### src/rtl/euler_step_ctrl_pkg.sv
// Shared types and constants for the Euler step controller.
package euler_step_ctrl_pkg;

  typedef enum logic [1:0] {
    ST_IDLE = 2'd0,
    ST_CALC = 2'd1,
    ST_WB   = 2'd2,
    ST_DONE = 2'd3
  } fsm_state_e;

  // Exponent field value marking Inf/NaN.
  localparam logic [7:0]  EXP_INF   = 8'hFF;
  // The integrator scales the derivative by 2^-10; exponents at or below
  // this value would go subnormal and are treated as zero.
  localparam logic [7:0]  SCALE_EXP = 8'd10;
  localparam logic [31:0] F_ONE     = 32'h3F800000;
  localparam logic [31:0] F_1024    = 32'h44800000;
  localparam logic [31:0] F_QNAN    = 32'h7FC00000;

endpackage

### src/rtl/euler_step_ctrl_if.sv
// Request/status bundle between a host and the Euler step controller.
interface euler_step_ctrl_if;
  import euler_step_ctrl_pkg::*;

  logic        step;
  logic [31:0] deriv;
  logic        init_load;
  logic [31:0] init_val;
  logic [31:0] state;
  logic        busy;
  logic        done;
  logic        err_ovf;
  logic        err_drop;
  logic [31:0] step_cnt;

  modport master (
    output step, deriv, init_load, init_val,
    input  state, busy, done, err_ovf, err_drop, step_cnt
  );

  modport slave (
    input  step, deriv, init_load, init_val,
    output state, busy, done, err_ovf, err_drop, step_cnt
  );

endinterface

### src/rtl/euler_step_ctrl_integrator.sv
// Combinational single-precision integrator: out = x*2^-10 + int_x.
// Round-to-nearest-even; subnormal inputs/results flush to zero; any
// Inf/NaN input or an overflowing sum yields an exponent of 8'hFF.
module integrator
  import euler_step_ctrl_pkg::*;
(
  input  logic [31:0] x,
  input  logic [31:0] int_x,
  output logic [31:0] out
);

  logic [7:0]         xs_e, ix_e, a_e, b_e, d;
  logic [23:0]        xs_m, ix_m, a_m, b_m;
  logic               a_s, b_s, swap, special, lost, rnd;
  logic [50:0]        a_w, b_full, b_sh, b_w;
  logic [51:0]        sum, norm;
  logic [5:0]         lz;
  logic signed [10:0] e_n, e_r;
  logic [23:0]        m_r;

  function automatic logic [5:0] lzc(input logic [51:0] v);
    lzc = 6'd52;
    for (int i = 0; i < 52; i++) begin
      if (v[i]) lzc = 6'(51 - i);
    end
  endfunction

  // Unpack both operands and order them so that |a| >= |b|.
  always_comb begin
    xs_e    = (x[30:23] > SCALE_EXP) ? (x[30:23] - SCALE_EXP) : 8'd0;
    xs_m    = (xs_e == 8'd0) ? 24'd0 : {1'b1, x[22:0]};
    ix_e    = int_x[30:23];
    ix_m    = (ix_e == 8'd0) ? 24'd0 : {1'b1, int_x[22:0]};
    special = (x[30:23] == EXP_INF) || (ix_e == EXP_INF);
    swap    = {ix_e, ix_m} > {xs_e, xs_m};
    a_s     = swap ? int_x[31] : x[31];
    a_e     = swap ? ix_e : xs_e;
    a_m     = swap ? ix_m : xs_m;
    b_s     = swap ? x[31] : int_x[31];
    b_e     = swap ? xs_e : ix_e;
    b_m     = swap ? xs_m : ix_m;
  end

  // Align, add/subtract, normalise and round. The 27 extra low bits keep
  // the shifted-out sticky information strictly below the rounding point.
  always_comb begin
    d      = a_e - b_e;
    b_full = {b_m, 27'd0};
    if (d > 8'd50) begin
      b_sh = '0;
      lost = |b_m;
    end else begin
      b_sh = b_full >> d;
      lost = (b_sh << d) != b_full;
    end
    b_w  = b_sh | {50'd0, lost};
    a_w  = {a_m, 27'd0};
    sum  = (a_s == b_s) ? ({1'b0, a_w} + {1'b0, b_w}) : ({1'b0, a_w} - {1'b0, b_w});
    lz   = lzc(sum);
    norm = sum << lz;
    e_n  = $signed({3'b000, a_e}) + 11'sd1 - $signed({5'b00000, lz});
    rnd  = norm[27] & ((|norm[26:0]) | norm[28]);
    m_r  = {1'b0, norm[50:28]} + {23'd0, rnd};
    e_r  = e_n + $signed({10'd0, m_r[23]});
    if (special)              out = F_QNAN;
    else if (!norm[51])       out = 32'd0;
    else if (e_r >= 11'sd255) out = {a_s, EXP_INF, 23'd0};
    else if (e_r <= 11'sd0)   out = 32'd0;
    else                      out = {a_s, e_r[7:0], m_r[22:0]};
  end

endmodule

### src/rtl/euler_step_ctrl.sv
// Euler step controller: each step request runs N_SUB substeps of
// state += deriv*2^-10, writing back only finite results.
module euler_step_ctrl
  import euler_step_ctrl_pkg::*;
#(
  parameter int N_SUB = 1
) (
  input logic              clk,
  input logic              reset,
  euler_step_ctrl_if.slave bus
);

  localparam logic [3:0] LAST_SUB = 4'(N_SUB - 1);

  if (N_SUB < 1 || N_SUB > 15) begin : g_bad_n_sub
    $error("euler_step_ctrl: N_SUB must be in 1..15");
  end

  fsm_state_e  fsm_q, fsm_d;
  logic [31:0] state_q, state_d;
  logic [31:0] deriv_q, deriv_d;
  logic [31:0] sum_q, sum_d;
  logic [3:0]  sub_cnt_q, sub_cnt_d;
  logic [31:0] step_cnt_q, step_cnt_d;
  logic        busy_q, busy_d;
  logic        done_q, done_d;
  logic        ovf_q, ovf_d;
  logic        drop_q, drop_d;
  logic [31:0] integ_out;

  integrator u_integrator (
    .x     (deriv_q),
    .int_x (state_q),
    .out   (integ_out)
  );

  // Next-state logic; init_load overrides everything, including a pending done.
  always_comb begin
    fsm_d      = fsm_q;
    state_d    = state_q;
    deriv_d    = deriv_q;
    sum_d      = sum_q;
    sub_cnt_d  = sub_cnt_q;
    step_cnt_d = step_cnt_q;
    done_d     = 1'b0;
    ovf_d      = ovf_q;
    drop_d     = drop_q;
    if (bus.init_load) begin
      state_d = bus.init_val;
      fsm_d   = ST_IDLE;
    end else begin
      if (bus.step && fsm_q != ST_IDLE) drop_d = 1'b1;
      unique case (fsm_q)
        ST_IDLE: begin
          if (bus.step) begin
            deriv_d   = bus.deriv;
            sub_cnt_d = 4'd0;
            fsm_d     = ST_CALC;
          end
        end
        ST_CALC: begin
          sum_d = integ_out;
          fsm_d = ST_WB;
        end
        ST_WB: begin
          if (sum_q[30:23] == EXP_INF) ovf_d = 1'b1;
          else                         state_d = sum_q;
          if (sub_cnt_q < LAST_SUB) begin
            sub_cnt_d = sub_cnt_q + 4'd1;
            fsm_d     = ST_CALC;
          end else begin
            fsm_d = ST_DONE;
          end
        end
        ST_DONE: begin
          done_d     = 1'b1;
          step_cnt_d = step_cnt_q + 32'd1;
          fsm_d      = ST_IDLE;
        end
        default: fsm_d = ST_IDLE;
      endcase
    end
    busy_d = (fsm_d != ST_IDLE);
  end

  // State and registered outputs.
  always_ff @(posedge clk or posedge reset) begin
    if (reset) begin
      fsm_q      <= ST_IDLE;
      state_q    <= 32'd0;
      deriv_q    <= 32'd0;
      sum_q      <= 32'd0;
      sub_cnt_q  <= 4'd0;
      step_cnt_q <= 32'd0;
      busy_q     <= 1'b0;
      done_q     <= 1'b0;
      ovf_q      <= 1'b0;
      drop_q     <= 1'b0;
    end else begin
      fsm_q      <= fsm_d;
      state_q    <= state_d;
      deriv_q    <= deriv_d;
      sum_q      <= sum_d;
      sub_cnt_q  <= sub_cnt_d;
      step_cnt_q <= step_cnt_d;
      busy_q     <= busy_d;
      done_q     <= done_d;
      ovf_q      <= ovf_d;
      drop_q     <= drop_d;
    end
  end

  assign bus.state    = state_q;
  assign bus.busy     = busy_q;
  assign bus.done     = done_q;
  assign bus.err_ovf  = ovf_q;
  assign bus.err_drop = drop_q;
  assign bus.step_cnt = step_cnt_q;

endmodule
### src/flat_wrapper.sv
// flat-port wrapper written by rule: the top's interface ports become plain ports
module euler_step_ctrl_flat import euler_step_ctrl_pkg::*;
#(
  parameter int N_SUB = 1
)
  (clk, reset, bus_step, bus_deriv, bus_init_load, bus_init_val, bus_state, bus_busy, bus_done, bus_err_ovf, bus_err_drop, bus_step_cnt);
  euler_step_ctrl_if bus_i ();
  input logic clk;
  input logic reset;
  input wire logic [$bits(bus_i.step)-1:0] bus_step;
  input wire logic [$bits(bus_i.deriv)-1:0] bus_deriv;
  input wire logic [$bits(bus_i.init_load)-1:0] bus_init_load;
  input wire logic [$bits(bus_i.init_val)-1:0] bus_init_val;
  output wire logic [$bits(bus_i.state)-1:0] bus_state;
  output wire logic [$bits(bus_i.busy)-1:0] bus_busy;
  output wire logic [$bits(bus_i.done)-1:0] bus_done;
  output wire logic [$bits(bus_i.err_ovf)-1:0] bus_err_ovf;
  output wire logic [$bits(bus_i.err_drop)-1:0] bus_err_drop;
  output wire logic [$bits(bus_i.step_cnt)-1:0] bus_step_cnt;
  assign bus_i.step = bus_step;
  assign bus_i.deriv = bus_deriv;
  assign bus_i.init_load = bus_init_load;
  assign bus_i.init_val = bus_init_val;
  assign bus_state = bus_i.state;
  assign bus_busy = bus_i.busy;
  assign bus_done = bus_i.done;
  assign bus_err_ovf = bus_i.err_ovf;
  assign bus_err_drop = bus_i.err_drop;
  assign bus_step_cnt = bus_i.step_cnt;
  euler_step_ctrl #(.N_SUB(N_SUB)) u_core (.clk(clk), .reset(reset), .bus(bus_i));
endmodule
### config.mk
export PLATFORM = sky130hd
export DESIGN_NAME = euler_step_ctrl_flat
export DESIGN_NICKNAME = d
export VERILOG_FILES = /design/src/rtl/euler_step_ctrl_pkg.sv /design/src/rtl/euler_step_ctrl_if.sv /design/src/rtl/euler_step_ctrl_integrator.sv /design/src/rtl/euler_step_ctrl.sv /design/src/flat_wrapper.sv
export SDC_FILE = /design/constraint.sdc
export NUM_CORES = 1
export LEC_CHECK = 0
export ABC_AREA = 0
export BUFFER_PORTS_ARGS = -buffer_cell sky130_fd_sc_hd__buf_2
export CORE_ASPECT_RATIO = 1.75
export CORE_UTILIZATION = 40
export DETAILED_ROUTE_END_ITERATION = 8
export PLACE_DENSITY_LB_ADDON = 0.05
export SKIP_LAST_GASP = 1
export SLEW_MARGIN = 20
export SYNTH_ARGS = -nofsm -noshare
export SYNTH_HDL_FRONTEND = slang
export SYNTH_SLANG_ARGS = --single-unit
### constraint.sdc
create_clock -name clk -period 55.8 [get_ports clk]
set_input_delay 8.37 -clock clk [delete_from_list [all_inputs] [get_ports clk]]
set_output_delay 8.37 -clock clk [all_outputs]
set_load 0.05 [all_outputs]
==> qor.yml, run 1 <==
numCtsBuffers: 17
ys_seq_elements: 134
grt_overflow: 58
async_flop_share_pct: 100
failed_stage: "5_1_grt"
outcome: "did not finish"
seq_area_frac_synth_pct: 12.8
initial_core_util_pct: 40.5
ctsRootBufferMaster: "clkbuf_16"
io-pin-count: 136
cts_setup_buffers: 0
tool.error: "[ERROR GRT-0116] Global routing finished with congestion. Check the congestion regions in the DRC Viewer."
cts_resized: 0
place.gp.congestion: 1.23
synth_top_flop_cell: "dfrtp_1"
yosysWarnings: 0
track_usage_pct: 56.7
yosys.cell_types.count: 122
synth_edf_count: 0
clockBufferDepth: 2
syn_area_per_cell_um2: 7.10
synthCells: 3684
die_h_um: 340
dp_hpwl_mm: 134
die_x_um: 195
grt_max_degree: 84
grt_pass1_wl_mm: 274
cts_max_level: 4
clock_sinks: 134
syn_area_um2: 26100
portBuffers: 135
cts_hold_buf: 0
grt_pass1_vias: 36500
synthesis.nets: 3860
row_count: 123
[cells in the mapped netlist, types with 49 or more instances]
cell      number  area, µm²
a211oi_1      56        420
a21o_1        49        368
a21oi_1      279       1400
and2_1        56        350
buf_2         72        360
clkbuf_1     149        559
dfrtp_1      134       3350
ha_1         106       1330
inv_1        103        387
mux2_2        87        980
mux2i_1      127       1270
nand2_1      374       1400
nand3_1      149        746
nand4_1       70        438
nor2_1       327       1230
nor3_1       131        656
nor4_1        56        350
o211ai_1      75        563
o21ai_0      243       1220
o22ai_1       51        319
xnor2_1       91        797
[through the flow]
step	utilization, %	cells	hold WS, ns	setup WS [ns]	cell area (µm²)
2_1_floorplan	-	3684	0.449	37.17	26100
3_3_place_gp	42.9	4466	0.448	32.38	27700
3_5_place_dp	43.0	4468	0.456	32.57	27700
4_1_cts	44.0	4500	0.474	32.44	28400
[cell families after synthesis]
kind of cell,share of synthesized area [%]
simple gates,25.8
compound gates,34.9
buf+inv,5.85
mux,11.2
flops,12.8
xor+xnor,4.15
fa+ha+maj,5.23
[layer usage]
layer  track usage (%)  overflow
met1              55.1         0
met2              83.0        35
met3              30.0         1
met4              59.3        22
met5              3.63         0
==> run 2, diff against run 1 <==
- CORE_ASPECT_RATIO: 1.75 -> default
- CORE_UTILIZATION: 40 -> 25
- PLACE_DENSITY_LB_ADDON: 0.05 -> 0.15
==> qor.yml, run 2 <==
outcome: "complete, no violations"
synth.most_common_cell: "nand2_1"
cts_resized: 0  # unchanged
die_x_um: 325  # +67%
initial_core_util_pct: 25.2  # -15 points
antenna_left: 0
portBuffers: 135  # unchanged
ys_seq_elements: 134  # unchanged
dr_total_vias: 32200
period_share_pct: 40.9
timing.rr.start: "u_core.deriv_q[24]"
cts_tree: "built"
synthesis.nets: 3860  # unchanged
synth_edf_count: 0  # unchanged
maxCapViolCount: 0
whs_endpoint: "u_core.bus.step_cnt[31]"
max-slew-margin-rel_pct: 17.3
area_delta_synth_final_pct: 11.3
r2r_end: "u_core.sum_q[3]"
cts_max_level: 4  # unchanged
viasPerCell: 6.35
grt_max_degree: 90
skew_ns: 0.0162
hold_viol: 0
fmax_ghz: 0.0438
cts_setup_buffers: 0  # unchanged
synth_top_area_share_pct: 12.8  # unchanged
ff2ff_setup_slack_ns: 32.96
syn_area_um2: 26100  # unchanged
final_cell_mix: "nand2_1, nor2_1, a21oi_1"
numCtsBuffers: 17  # unchanged
yosys.cell_types.count: 122  # unchanged
die_area_um2: 106000
drive_gt1_share_pct: 14.3
tightest_slew_ns: 1.24
place.gp.congestion: 1.09  # -11%
drt-initial-drc-count: 4346
cp.required_ns: 56.13
reg2reg_depth: 78
core_area_um2: 104000
whs_path_depth: 1
start_kind: "flip-flop"
insertion_delay_ns: 0.43
syn_area_per_cell_um2: 7.10  # unchanged
track_usage_pct: 28.9
drt_first_pass_iters: 6
grt_pass1_wl_mm: 228
place_area_um2: 28400  # +2.5%
clock_sinks: 134  # unchanged
slew_violations: 0
finalWirelength_mm: 159
ctsRootBufferMaster: "clkbuf_16"
drcViolationCount: 0
layout_commonest_cell: "nand2_1"
async_flop_share_pct: 100  # unchanged
grt_overflow: 0
grt_antenna_before_repair: 3
synthTopCellsByCount: "nand2_1, nor2_1, a21oi_1"
crit_slowest_cell: "and3_1"
hold_class: "flip-flop to flip-flop"
critPathMostFrequentCell: "buf_4"
final_core_util_pct: 28.1
cpPeakStageDelay_ns: 0.82
routedWlPerCell_um: 31.3
fin_setup_tns_ns: 0
row_count: 118  # -4.1%
yosysWarnings: 0  # unchanged
grt_pass1_vias: 30400
dp_hpwl_mm: 125  # -6.6%
cp.arrival_ns: 23.17
critical_path_class: "flip-flop to flip-flop"
io-pin-count: 136  # unchanged
cts_hold_buf: 0  # unchanged
die_h_um: 325  # -4.4%
fin_cells: 5074
synthCells: 3684  # unchanged
synth_top_cells_by_area: "dfrtp_1, nand2_1, a21oi_1"
hp-start: "u_core.bus.step_cnt[31]"
fill_cells: 11600
clkSlewWorstSetupHoldPaths_ns: 0.07
setup_viol: 0
final_area_um2: 29100
min_period_ns: 22.84
seq_area_frac_synth_pct: 12.8  # unchanged
synth_top_flop_cell: "dfrtp_1"
crit_fanout: 70
worst_setup_path_end_kind: "flip-flop"
rsz0062_at_grt: "false"
final_nets: 3857
place_inst: 5042  # +13%
yosysTopAreaCell: "dfrtp_1"
clockBufferDepth: 2  # unchanged
==> run 2: cell counts after synthesis <==
Identical to the previous run, type by type.
==> run 2: layer usage <==
metal  global-route usage [%]  wire length, µm  vias to the layer above
met3                     5.43            14100                      423
met5                        0               26                        -
met2                     43.1            66800                     1987
li1                         -                -                    14100
met1                     38.6            67300                    15700
met4                     16.7            10700                        4
==> run 2: kinds of logic (layout without fill, tap and decap cells) <==
kind of cell    count (synthesis)  in the layout  share of synthesized area (%)
other cells                     0              1                              0
simple gates                 1379           1379                           25.8
buf+inv                       377            386                           5.85
fa+ha+maj                     108            108                           5.23
compound gates               1318           1318                           34.9
flops                         134            134                           12.8
mux                           244            244                           11.2
xor+xnor                      124            124                           4.15
==> run 2: how the worst max path moves through the flow <==
stage / to / slack [ns] / startpoint / cells past startpoint
6_report: u_core.sum_q[3] / 32.96 / u_core.deriv_q[24] / 78
5_1_grt: u_core.sum_q[4] / 31.64 / u_core.deriv_q[24] / 77
4_1_cts: u_core.sum_q[3] / 33.51 / u_core.deriv_q[24] / 76
3_5_place_dp: u_core.sum_q[3] / 33.62 / u_core.deriv_q[24] / 76
3_3_place_gp: u_core.sum_q[4] / 33.61 / u_core.deriv_q[24] / 76
2_1_floorplan: u_core.sum_q[2] / 37.17 / u_core.deriv_q[24] / 88
==> run 2: cell type report <==
cell class	instances	area (µm²)	share of cell area, %
clock buffer	18	439	1.51
tap	1380	1730	5.93
inverter	111	427	1.47
sequential	134	3350	11.5
timing repair buffer	244	1490	5.13
clock inverter	13	243	0.834
multi-input combinational	3173	21400	73.6
antenna	1	2.50	0.00860
==> run 2: per-stage QoR <==
stage	hold WS, ns	setup WS, ns
final	0.473	32.96
after global routing	0.487	31.64
after CTS	0.480	33.51
after detailed placement	0.455	33.62
after global placement	0.458	33.61
after floorplan	0.449	37.17
==> run 2: worst max-delay path: cells and delay by family, from the launching register on <==
kind / cells / cell delay [ns]
AOI/OAI and AO/OA: 25 / 7.02
xor gates and xnor gates: 1 / 0.69
adders and majority gates: 6 / 1.41
buffers and inverters: 13 / 3.45
DFF: 1 / 0.56
muxes: 2 / 0.96
and+or+nand+nor: 31 / 8.44
Power of run 2 is left out: the tool's default activity adds up to more than one toggle a clock period on the data nets, which glitch-free logic cannot reach.
